**src/rtl/ps2_kbd_rx.sv**
```systemverilog
// Host-side PS/2 keyboard receiver: line conditioning, 11-bit frame deserialiser,
// and 0xE0/0xF0 prefix folding into per-key make/break events.
module ps2_kbd_rx #(
    parameter int FILTER_LEN = 4,
    parameter int TIMEOUT    = 5000
) (
    input  logic       clk,
    input  logic       reset,
    input  logic       ps2_clk,
    input  logic       ps2_data,
    output logic [7:0] rx_byte,
    output logic       rx_valid,
    output logic       frame_err,
    output logic [7:0] key_code,
    output logic       key_break,
    output logic       key_ext,
    output logic       key_valid
);

    localparam int FL_W = $clog2(FILTER_LEN + 1);
    localparam int TO_W = $clog2(TIMEOUT + 1);

    typedef enum logic [1:0] {IDLE, DATA, PARITY, STOP} state_t;

    logic            clk_s1, clk_s2, data_s1, data_s2;
    logic            clk_filt, clk_filt_d;
    logic [FL_W-1:0] filt_cnt;
    logic            fall;

    state_t          state, state_d;
    logic [2:0]      bit_cnt, bit_cnt_d;
    logic [7:0]      shift, shift_d;
    logic            par_ok, par_ok_d;
    logic [TO_W-1:0] to_cnt, to_cnt_d;
    logic            done_ok, done_err;
    logic            ext_pend, brk_pend;

    // Two-flop synchronisers, then a run-length filter on the clock line.
    always_ff @(posedge clk) begin
        if (reset) begin
            clk_s1     <= 1'b1;
            clk_s2     <= 1'b1;
            data_s1    <= 1'b1;
            data_s2    <= 1'b1;
            clk_filt   <= 1'b1;
            clk_filt_d <= 1'b1;
            filt_cnt   <= '0;
        end else begin
            clk_s1     <= ps2_clk;
            clk_s2     <= clk_s1;
            data_s1    <= ps2_data;
            data_s2    <= data_s1;
            clk_filt_d <= clk_filt;
            if (clk_s2 != clk_filt) begin
                if (filt_cnt == FL_W'(FILTER_LEN - 1)) begin
                    clk_filt <= clk_s2;
                    filt_cnt <= '0;
                end else begin
                    filt_cnt <= filt_cnt + 1'b1;
                end
            end else begin
                filt_cnt <= '0;
            end
        end
    end

    assign fall = clk_filt_d & ~clk_filt;

    always_ff @(posedge clk) begin
        if (reset) begin
            state   <= IDLE;
            bit_cnt <= '0;
            shift   <= '0;
            par_ok  <= 1'b0;
            to_cnt  <= '0;
        end else begin
            state   <= state_d;
            bit_cnt <= bit_cnt_d;
            shift   <= shift_d;
            par_ok  <= par_ok_d;
            to_cnt  <= to_cnt_d;
        end
    end

    always_comb begin
        state_d   = state;
        bit_cnt_d = bit_cnt;
        shift_d   = shift;
        par_ok_d  = par_ok;
        to_cnt_d  = to_cnt;
        done_ok   = 1'b0;
        done_err  = 1'b0;

        if (state != IDLE) to_cnt_d = to_cnt + 1'b1;
        if (fall)          to_cnt_d = '0;

        case (state)
            IDLE: begin
                if (fall && !data_s2) begin
                    state_d   = DATA;
                    bit_cnt_d = '0;
                end
            end
            DATA: begin
                if (fall) begin
                    shift_d   = {data_s2, shift[7:1]};
                    bit_cnt_d = bit_cnt + 3'd1;
                    if (bit_cnt == 3'd7) state_d = PARITY;
                end
            end
            PARITY: begin
                if (fall) begin
                    par_ok_d = ^{shift, data_s2};
                    state_d  = STOP;
                end
            end
            STOP: begin
                if (fall) begin
                    if (data_s2 && par_ok) done_ok  = 1'b1;
                    else                   done_err = 1'b1;
                    state_d = IDLE;
                end
            end
            default: state_d = IDLE;
        endcase

        // A stalled frame is abandoned; a fall in the same cycle still wins.
        if (state != IDLE && !fall && to_cnt == TO_W'(TIMEOUT - 1)) begin
            state_d  = IDLE;
            to_cnt_d = '0;
            done_err = 1'b1;
        end
    end

    // rx_valid, frame_err and key_valid are single-cycle pulses with no back-pressure;
    // the data outputs hold their last value between pulses.
    always_ff @(posedge clk) begin
        if (reset) begin
            rx_byte   <= '0;
            rx_valid  <= 1'b0;
            frame_err <= 1'b0;
            key_code  <= '0;
            key_break <= 1'b0;
            key_ext   <= 1'b0;
            key_valid <= 1'b0;
            ext_pend  <= 1'b0;
            brk_pend  <= 1'b0;
        end else begin
            rx_valid  <= done_ok;
            frame_err <= done_err;
            key_valid <= 1'b0;
            if (done_ok) begin
                rx_byte <= shift;
                if (shift == 8'hE0) begin
                    ext_pend <= 1'b1;
                end else if (shift == 8'hF0) begin
                    brk_pend <= 1'b1;
                end else begin
                    key_valid <= 1'b1;
                    key_code  <= shift;
                    key_break <= brk_pend;
                    key_ext   <= ext_pend;
                    ext_pend  <= 1'b0;
                    brk_pend  <= 1'b0;
                end
            end
            if (done_err) begin
                ext_pend <= 1'b0;
                brk_pend <= 1'b0;
            end
        end
    end

endmodule

```
**config.mk**
```make
export PLATFORM = sky130hd
export DESIGN_NAME = ps2_kbd_rx
export DESIGN_NICKNAME = d
export VERILOG_FILES = /design/src/rtl/ps2_kbd_rx.sv
export SDC_FILE = /design/constraint.sdc
export NUM_CORES = 1
export LEC_CHECK = 0
export ABC_AREA = 0
export CORE_ASPECT_RATIO = 0.8
export CORE_MARGIN = 4
export CORE_UTILIZATION = 50
export CTS_BUF_LIST = sky130_fd_sc_hd__clkbuf_8
export DETAILED_ROUTE_END_ITERATION = 8
export DONT_BUFFER_PORTS = 1
export GPL_TIMING_DRIVEN = 0
export PLACE_DENSITY = 0.72
export SYNTH_ARGS = -nofsm -noshare
export SYNTH_HDL_FRONTEND = slang
export SYNTH_SLANG_ARGS = --single-unit
```
**constraint.sdc**
```tcl
create_clock -name clk -period 3 [get_ports clk]
set_clock_uncertainty 0.1 [all_clocks]
set_input_delay 0.3 -clock clk [delete_from_list [all_inputs] [get_ports clk]]
set_output_delay 0.3 -clock clk [all_outputs]
set_load 0.02 [all_outputs]
```
==> metrics.cfg <==
[outcome]
status = finished, final reports clean

[final_layout]
drive_above_1_share_pct = 12.8
multiInputGateArea_um2 = 1250
antenna_cells = 0
fin_nets = 291
fin_cells = 342
area_delta_synth_final_pct = 12.7
ff_latch_area_um2 = 1180
fillers = 410

[sta]
hold_viol_final = 0
fin_crit_ns = 2.02
rsz0062_at_grt = no
setup_violations = 0
period_share_pct = 67.5
tightestPinTransition_ns = 0.475
fmax_mhz = 494
tns_ns = 0
slew_headroom_pct = 68.3
setup_slack_ns = 0.976
report.final.slew_viol_count = 0
whs_ns = 0.314

[detailed_routing]
ant_nets = 0
wire_per_inst_um = 13.3
drt_wl_total_mm = 4.56
vias = 1773
drc_errors = 0
drt_first_pass_iters = 4
via_per_inst = 5.18
detail_route.iter0.violations = 106

[synthesis]
yosysWarnings = 0
yosys.area.top_type = dfxtp_1
yosysSeqAreaShare_pct = 46.8
synth_common_cells = dfxtp_1 (59), nor2_1 (39), nand2_1 (25)
synth_top_area_share_pct = 46.8
synth_cell_types = 46
ys_seq_elements = 59
ys.flop_type = dfxtp_1
postSynth.asyncResetShare_pct = 0
synth_edf_count = 0
synth_area_leaders = dfxtp_1 (47%), mux2i_1 (6.7%), nor2_1 (5.8%)
synth_area_per_cell_um2 = 9.55
syn_inst = 264
syn-num-nets = 278
yosysMostFrequentCell = dfxtp_1
synth_area_um2 = 2520

[critical_path]
critPathSlowestCell = dfxtp_1
arrival_ns = 2.16
path_cells = inv_1 > ha_1 > buf_6 > and3b_1 > buf_6 > nand4_1 > nand2_1 > buf_4 > nor2_1
cpMostUsedCell = buf_6
worstPathMaxFanout = 10
timing.critical_path.required_ns = 3.13
worstSetupEndpointType = register
path_delay_family = simple AND/OR/NAND/NOR gates
slowest_delay_ns = 0.40
start_kind = register
critical_path_class = register to register
path_buf_inv = 4

[place]
dp_hpwl_mm = 3.27
globalplace.congestion = 0.778
portBuffers = 0
place_ws_ns = 0.987
dp.cells = 324

[cts]
cts.reportedPaths.clkPinSlew_ns = 0.07
cts_tree = yes
cts_buffer_depth = 2
numClockSinks = 59
post_cts_buffers = 0
cts_max_level = 3
postCtsHoldBufs = 2
cts_resized = 0
clk_latency_ns = 0.34
clockRootBuffer = clkbuf_8
cts_buffers = 9

[die]
ios = 25
fp-row-count = 22
coreArea_um2 = 4730
die_w_um = 87.4
dieArea_um2 = 6250
die_h_um = 71.5
start_util_pct = 53.3

[power_and_ir_drop]
seqPwrFrac_pct = 47.1
power_leakage_nw = 1.12
intPower_mw = 1.31
ir_drop_mv = 0.389
switching_share_pct = 23.2
clockPowerShare_pct = 47.3
power_switching_uw = 397
power.density_nw_per_um2 = 601
comb_power_share_pct = 5.6

[grt]
gr-total-overflow = 0
first_global_vias = 1728
grt_max_degree = 13
grt_usage_pct = 16.7
antenna_found_initial = 0
grt_pass1_wl_mm = 8.04

[min_path]
min_path_type = register to register

[run]
cap_violations = 0

state kept, by name (all words and copies together) (netlist names), 2 cells and up:
name / cells
to_cnt: 13
key_code: 8
rx_byte: 8
shift: 8
bit_cnt: 3
filt_cnt: 3
state: 2
layout make-up:
| type | count | share of cell area, % |
|---|---|---|
| multi-input cells | 190 | 44.2 |
| flip-flops and latches | 59 | 41.6 |
| clock buffers | 9 | 4.36 |
| clock inverters | 7 | 3.57 |
| well taps | 60 | 2.64 |
| plain buffers | 11 | 2.47 |
| repair buffers | 2 | 0.705 |
| inverters | 4 | 0.528 |
metrics by stage:
| stage | utilization (%) | power [mW] | instance area, µm² |
|---|---|---|---|
| after global placement | 54.8 | 0.912 | 2600 |
| after detailed placement | 54.8 | 0.914 | 2600 |
| after CTS | 60.0 | 1.73 | 2840 |
| after floorplan | - | 0.896 | 2520 |
| after global routing | 60.0 | 1.78 | 2840 |
| final | 60.0 | 1.71 | 2840 |
layer usage:
layer	up-vias	global-route usage (%)	part of all wire (%)
met5	-	0	0
met4	0	6.13	1.4
met3	8	9.08	6.1
met2	33	22.3	41
met1	811	22.4	52
li1	921	-	-
layout by cell type, fill, tap and decap left out, types with 2 or more instances in the layout:
cell           instances
and3_1                 2
xnor2_1                9
a21oi_2                2
a21oi_1               16
nor2b_1                5
mux2i_1               17
nor4_1                 5
nand3b_1               4
clkbuf_8               9
nand4_1                4
or2_2                  6
nor2_1                39
nor3_1                 4
xor2_1                 8
clkinv_4               2
dlygate4sd3_1          2
dfxtp_1               59
inv_1                  4
ha_1                  10
and2_1                 2
nand3_1                2
o21ai_0                3
or3_1                  2
nand2b_1               6
clkinvlp_4             2
clkbuf_1               5
buf_6                  3
nand2_1               25
bufinv_16              2
power groups by stage:
stage	Clock, mW	Combinational, mW	Sequential [mW]
floorplan	0	0.0765	0.819
global placement	0	0.0909	0.821
detailed placement	0	0.0919	0.822
CTS	0.829	0.0944	0.804
global route	0.867	0.106	0.805
finish	0.807	0.0952	0.804
kinds of logic (layout without fill, tap and decap cells):
group / count (synthesis) / after routing / synth area share [%]
flip-flops: 59 / 59 / 46.8
multiplexers: 17 / 17 / 6.75
AO/OA/AOI/OAI: 29 / 29 / 7.35
buffers and inverters: 15 / 33 / 3.37
adder cells (fa/ha/maj): 10 / 10 / 4.96
AND/OR/NAND/NOR: 116 / 116 / 23.9
XOR/XNOR: 18 / 18 / 6.80
path summary, 6_finish.rpt:
kind	startpoint	end	slack [ns]	cells after the start
max	state[0]	to_cnt[3]	0.98	9
min	data_s1	data_s2	0.31	1
max reg2reg	state[0]	to_cnt[3]	0.98	9
min reg2reg	data_s1	data_s2	0.31	1
No activity file was read; power rests on OpenSTA's default activity.
